### src/rtl/btn_debounce_pulse.sv
// Pushbutton debouncer: 2-flop sync, 2^N_DC-cycle press/release windows, Moore outputs.
// Press-to-SCEN latency 2^N_DC+2 edges; MCEN repeats every 2^N_DC+1 while held; no backpressure.
module btn_debounce_pulse #(
    parameter int N_DC = 20
) (
    input  logic Clk,
    input  logic reset,
    input  logic PB,
    output logic DPB,
    output logic SCEN,
    output logic MCEN
);

    typedef enum logic [2:0] {
        INI     = 3'd0,
        WQ      = 3'd1,
        SCEN_ST = 3'd2,
        HOLD    = 3'd3,
        MCEN_ST = 3'd4,
        WFCR    = 3'd5
    } state_t;

    localparam logic [N_DC-1:0] CNT_MAX = '1;
    localparam logic [N_DC-1:0] CNT_ONE = N_DC'(1);

    state_t            state_q, state_d;
    logic [N_DC-1:0]   cnt_q, cnt_d;
    logic              sync1_q;
    logic              pb_s_q;

    always_ff @(posedge Clk) begin
        if (reset) begin
            sync1_q <= 1'b0;
            pb_s_q  <= 1'b0;
            state_q <= INI;
            cnt_q   <= '0;
        end else begin
            sync1_q <= PB;
            pb_s_q  <= sync1_q;
            state_q <= state_d;
            cnt_q   <= cnt_d;
        end
    end

    // Every state change clears the counter; it never wraps because max always exits.
    always_comb begin
        state_d = state_q;
        cnt_d   = cnt_q;
        unique case (state_q)
            INI: begin
                cnt_d = '0;
                if (pb_s_q) state_d = WQ;
            end
            WQ: begin
                if (!pb_s_q) begin
                    state_d = INI;
                    cnt_d   = '0;
                end else if (cnt_q == CNT_MAX) begin
                    state_d = SCEN_ST;
                    cnt_d   = '0;
                end else begin
                    cnt_d = cnt_q + CNT_ONE;
                end
            end
            SCEN_ST: begin
                state_d = HOLD;
                cnt_d   = '0;
            end
            HOLD: begin
                if (!pb_s_q) begin
                    state_d = WFCR;
                    cnt_d   = '0;
                end else if (cnt_q == CNT_MAX) begin
                    state_d = MCEN_ST;
                    cnt_d   = '0;
                end else begin
                    cnt_d = cnt_q + CNT_ONE;
                end
            end
            MCEN_ST: begin
                state_d = HOLD;
                cnt_d   = '0;
            end
            WFCR: begin
                if (pb_s_q) begin
                    state_d = HOLD;
                    cnt_d   = '0;
                end else if (cnt_q == CNT_MAX) begin
                    state_d = INI;
                    cnt_d   = '0;
                end else begin
                    cnt_d = cnt_q + CNT_ONE;
                end
            end
            default: begin
                state_d = INI;
                cnt_d   = '0;
            end
        endcase
    end

    always_comb begin
        DPB  = 1'b0;
        SCEN = 1'b0;
        MCEN = 1'b0;
        unique case (state_q)
            SCEN_ST: begin
                DPB  = 1'b1;
                SCEN = 1'b1;
                MCEN = 1'b1;
            end
            MCEN_ST: begin
                DPB  = 1'b1;
                MCEN = 1'b1;
            end
            HOLD, WFCR: DPB = 1'b1;
            default: begin
                DPB  = 1'b0;
                SCEN = 1'b0;
                MCEN = 1'b0;
            end
        endcase
    end

endmodule

### config.mk
export PLATFORM = sky130hd
export DESIGN_NAME = btn_debounce_pulse
export DESIGN_NICKNAME = d
export VERILOG_FILES = /design/src/rtl/btn_debounce_pulse.sv
export SDC_FILE = /design/constraint.sdc
export NUM_CORES = 1
export LEC_CHECK = 0
export BUFFER_PORTS_ARGS = -buffer_cell sky130_fd_sc_hd__buf_2
export CAP_MARGIN = 20
export CORE_ASPECT_RATIO = 1.1
export CORE_UTILIZATION = 58
export CTS_BUF_LIST = sky130_fd_sc_hd__clkbuf_16
export DETAILED_ROUTE_END_ITERATION = 10
export HOLD_SLACK_MARGIN = 0.05
export PLACE_DENSITY = 0.83
export SLEW_MARGIN = 40
export SYNTH_ARGS = -nofsm -noshare
export SYNTH_HDL_FRONTEND = slang
export SYNTH_SLANG_ARGS = --single-unit
### constraint.sdc
create_clock -name Clk -period 2.12 [get_ports Clk]
set_input_delay 0.106 -clock Clk [delete_from_list [all_inputs] [get_ports Clk]]
set_output_delay 0.106 -clock Clk [all_outputs]
set_load 0.02 [all_outputs]
# Yosys cells after proc, flatten, opt, wreduce, memory -nomap -nowiden
# Index checks and enable logic that the tools add are counted.
dict set report word_totals {
  ram_bits 0
  mem_count 0
  elab_cells 35
  latch_bits 0
  inputBits 3
  output_inout_bits 3
  register_bits 25
  rom_bits 0
}
dict set report classes {
  n_lt_le_gt_ge 0
  multipliers 0
  n_mux 15
  n_addsub 1
  reduce_logical 5
  shifts 0
  n_eq_ne 10
  bitwise_logic 0
  div_mod_pow 0
}
# operator n
set ops {}
lappend ops {{2-to-1 mux 20 bit} 3}
lappend ops {{one-hot mux 20 bit (2 select lines)} 1}
lappend ops {{2-to-1 mux 3 bit} 7}
lappend ops {{adder 20 x 1 -> 20 bit, second input constant} 1}
lappend ops {{== test 20 bit, second input constant} 1}
lappend ops {{one-hot mux 3 bit (5 select lines)} 1}
lappend ops {{inequality test 3 bit, second input constant} 3}
lappend ops {{== test 3 x 2 -> 1 bit, second input constant} 2}
lappend ops {{== test 3 bit, second input constant} 2}
lappend ops {{AND reduction 4 bit} 1}
lappend ops {{OR reduction 2 bit} 2}
lappend ops {{OR reduction 4 bit} 1}
lappend ops {{== test 3 x 1 -> 1 bit, second input constant} 1}
lappend ops {{zero test 3 bit} 1}
lappend ops {{2-to-1 mux 1 bit} 3}
lappend ops {{inequality test 2 bit, second input constant} 1}

# Longest topological paths before layout
dict set report depth {
  ltp_word 4
  mapped_depth 7
  ltp_nobuf 5
}

# Worst setup path after synthesis
# Ideal clock, no wire load.
dict set report synth_path {
  path_kind {register to register}
  startpoint {reg cnt_q[0]}
  endpoint {reg cnt_q[8]}
  path_slack_ns 0.466
  path_buffers 2
  period_less_slack_ns 1.654
  required_time_ns 2.005
  stages_incl_launch_ff 8
  t_arrival_ns 1.540
  cell_sequence {dfxtp_1 > ha_1 > and3_1 > clkbuf_1 > and3_1 > a31o_4 > buf_6 > nor2_1}
}
dict set report synth_between {
  elab_chain_cells 4
}
# element line_no
set synth_lines {}
lappend synth_lines {{start, declared} 27} ;# logic [N_DC-1:0] cnt_q, cnt_d;
lappend synth_lines {{start signal, assigned} 41} ;# cnt_q <= cnt_d;
lappend synth_lines {{adder 20 x 1 -> 20 bit / == test 20 bit (equally long branches)} --}
lappend synth_lines {{2-to-1 mux 20 bit (*)} {58, 73, 88}}
lappend synth_lines {{2-to-1 mux 20 bit (on tied branches)} {85, 70}}
lappend synth_lines {{one-hot mux 20 bit (2 select lines) (*)} 49} ;# unique case (state_q)
# Mark *: on every way between the ends. The rest lies on a longest branch, timed or not.
# A chain may end at the register's enable or synchronous reset.

# Worst setup path after layout
# Same ends and word-level chain as after synthesis.

==> metrics.txt <==
outcome finished, final reports clean; Final min period between 1.5 and 2 ns; Net Sw Frac 0.184; worst vdd ir 0.457 mV; core box area 1860 sq um; post_cts resized 0; postcts setup bufs 0; WL/cell around 13 um; clk slew on worst S/H paths 0.06 ns; critical path data required time 2.26 ns; FF-to-FF End cnt_q[8]; Final Wtd Congestion about 0.82; initial antenna violation count 0; CP Cell Sequence ha_1 -> and3_1 -> and3_1 -> a31o_4 -> nor2_1; max-cap violations 0; clock tree buffer depth 2; Worst Setup Start Kind register; Fmax achieved 588 MHz; Port Buffers 5; via count 968; number of fillers in the final layout 150; leak pwr 0.460 nW; first-pass GRT wire length approximately 3.8 mm; FP Rows 16; Max H-tree Level 1; largest net degree at the start of global routing 17; TNS Setup 0 ns; max-slew violations 0; final setup vio count 0; CP most frequent cell and3_1; combinational share of power 0.010; sink count of the clock tree 25; CTS Buf Count 3; n_diodes 0; relative slew slack 0.732; Post-Synthesis Cells between 100 and 150; CP arrival 1.84 ns; Yosys top cell area share 0.417; CTS Hold Bufs 0; final-report hold violation count 0; Clk pwr share 0.461; Skew-Pair Late Insertion Delay between 0.2 and 0.3 ns; Worst R2R Setup Slack 0.42 ns; Die ar. 2250 sq um; GR Overflow Total 0; Post-synth ARST share 0; Yosys reg bits 25; worst hold path class in2reg; Synth Warn # 0; clock skew 0.00226 ns; DP Wirelength 1.56 mm; synth top area cells dfxtp_1 42%, xor2_1 5.8%, nor2_1 4.4%; layout overhead on the synthesized area 9.28%; Least-Margin Pin Slew 0.392 ns; Int Power about 0.00073 W; Root Driver clkbuf_16; slowest cell on the critical path dfxtp_1; PD cells 683 nW/um^2; cell area after synthesis 1200 sq um; TritonCTS clock tree yes; crit-path max FO 16; DR iter-0 viols 13; Synth Net Count between 100 and 150; part of the cycle the worst path needs 0.802; NetSw around 0.00016 W; DRT antenna net count 0; sequential-to-total area share from yosys stat 0.417; fin nets 144; critical path endpoint cnt_q[8]; CP max stage delay 0.38 ns; library cells used by synthesis 38; vias in the first global route between 800 and 900; r2r worst-path depth 5; crit path from cnt_q[0]; routed wire length 2.23 mm; largest area contributor in the netlist dfxtp_1; prevailing post-synth register cell dfxtp_1; register share of total power 0.529; total track usage 0.226; Ports 6; syn_area_per_cell 8.95 sq um; Setup CP Type reg2reg; detailed-route DRC error count 0; RSZ-0062 raised after global routing no; Reg2Reg Launch Point cnt_q[0]; layout cell share with drive strength beyond 1 0.108; power after layout 0.000895 W; Avg Vias per Cell 5.83; CP endpoint kind register; Initial Util 0.644; EDFF count, synth 0; die width approximately 45 um; DR pass1 iterations 4; Die Y ~50 um
power by group through the flow:
stage               clock, W  combinational [W]  sequential [W]
floorplan                  0         0.00000592        0.000484
global placement           0         0.00000901        0.000484
detailed placement         0         0.00000927        0.000484
CTS                 0.000413         0.00000929        0.000474
global route        0.000438          0.0000110        0.000474
finish              0.000412         0.00000932        0.000474
critical path: cells and delay by family (launching register included):
kind,cells,cell delay (ns)
and+or+nand+nor,3,0.70
DFF,1,0.38
AOI/OAI and AO/OA,1,0.30
adders and majority gates,1,0.21
placed cells by master (no fill, tap or decap), types with 2 or more instances in the layout:
master and count:
and2_1 2, a21oi_1 8, nor2_1 14, nor2b_1 3, o31ai_1 3, inv_1 4
xnor2_1 4, and4_1 2, clkbuf_16 3, nand3_1 10, xor2_1 8, a2111oi_0 2
and3_1 6, nand4_1 5, nand2_1 5, or4_1 3, nor2_2 2, nand2b_1 3
or3_1 2, buf_2 5, nand4b_1 2, dfxtp_1 25, o21ai_0 4
cells by family (layout without fill, tap and decap cells):
| family | after synthesis | in the layout | synth area share |
|---|---|---|---|
| AO/OA/AOI/OAI | 21 | 21 | 0.117 |
| XOR/XNOR | 12 | 12 | 0.0876 |
| adder cells (fa/ha/maj) | 1 | 1 | 0.0104 |
| buffers and inverters | 8 | 13 | 0.0354 |
| flip-flops | 25 | 25 | 0.417 |
| multiplexers | 1 | 1 | 0.00834 |
| AND/OR/NAND/NOR | 66 | 66 | 0.324 |
through the flow:
| step | setup slack [ns] | area [sq um] | instances | hold slack, ns | utilization |
|---|---|---|---|---|---|
| global route | 0.311 | 1310 | 166 | 0.0846 | 0.704 |
| CTS | 0.422 | 1310 | 166 | 0.0564 | 0.704 |
| finish | 0.420 | 1310 | 166 | 0.0603 | 0.704 |
| floorplan | 0.466 | 1200 | 134 | 0.178 | - |
| detailed placement | 0.433 | 1230 | 162 | 0.326 | 0.661 |
| global placement | 0.497 | 1230 | 162 | 0.315 | 0.661 |
worst min-delay path by stage:
stage | startpoint | endpoint | slack, ns | depth (start not counted)
floorplan | reset | pb_s_q | 0.18 | 1
global placement | PB | sync1_q | 0.32 | 2
detailed placement | reset | pb_s_q | 0.33 | 2
CTS | reset | pb_s_q | 0.06 | 2
global route | reset | pb_s_q | 0.08 | 2
finish | reset | pb_s_q | 0.06 | 2
routing by layer:
metal,vias up,wire [um],track usage,part of all wire
met5,-,0,0,0
met4,0,46,0.0909,0.021
met3,7,44,0.0330,0.020
met2,16,1140,0.382,0.51
met1,451,995,0.278,0.45
li1,494,-,-,-
registers in the layout (all words and copies together) (netlist names):
register  count
cnt_q        20
pb_s_q        1
sync1_q       1
state_q       3
synth_stat cells, drive strengths merged, types with 3 or more instances:
cell    number
dfxtp       25
nor2        16
nand3       10
a21oi        8
xor2         8
and3         6
nand4        6
nand2        5
inv          4
o21ai        4
xnor2        4
and4         3
buf          3
nand2b       3
nor2b        3
o31ai        3
or4          3
cell type report:
| class | count | area, sq um | share of cell area |
|---|---|---|---|
| multi-input cells | 101 | 657 | 0.501 |
| repair buffers | 5 | 25.0 | 0.0191 |
| well taps | 27 | 33.8 | 0.0258 |
| inverters | 4 | 15.0 | 0.0115 |
| clock buffers | 3 | 75.1 | 0.0573 |
| flip-flops and latches | 25 | 500 | 0.382 |
| clock inverters | 1 | 5.00 | 0.00382 |
No activity file was read; power rests on OpenSTA's default activity.
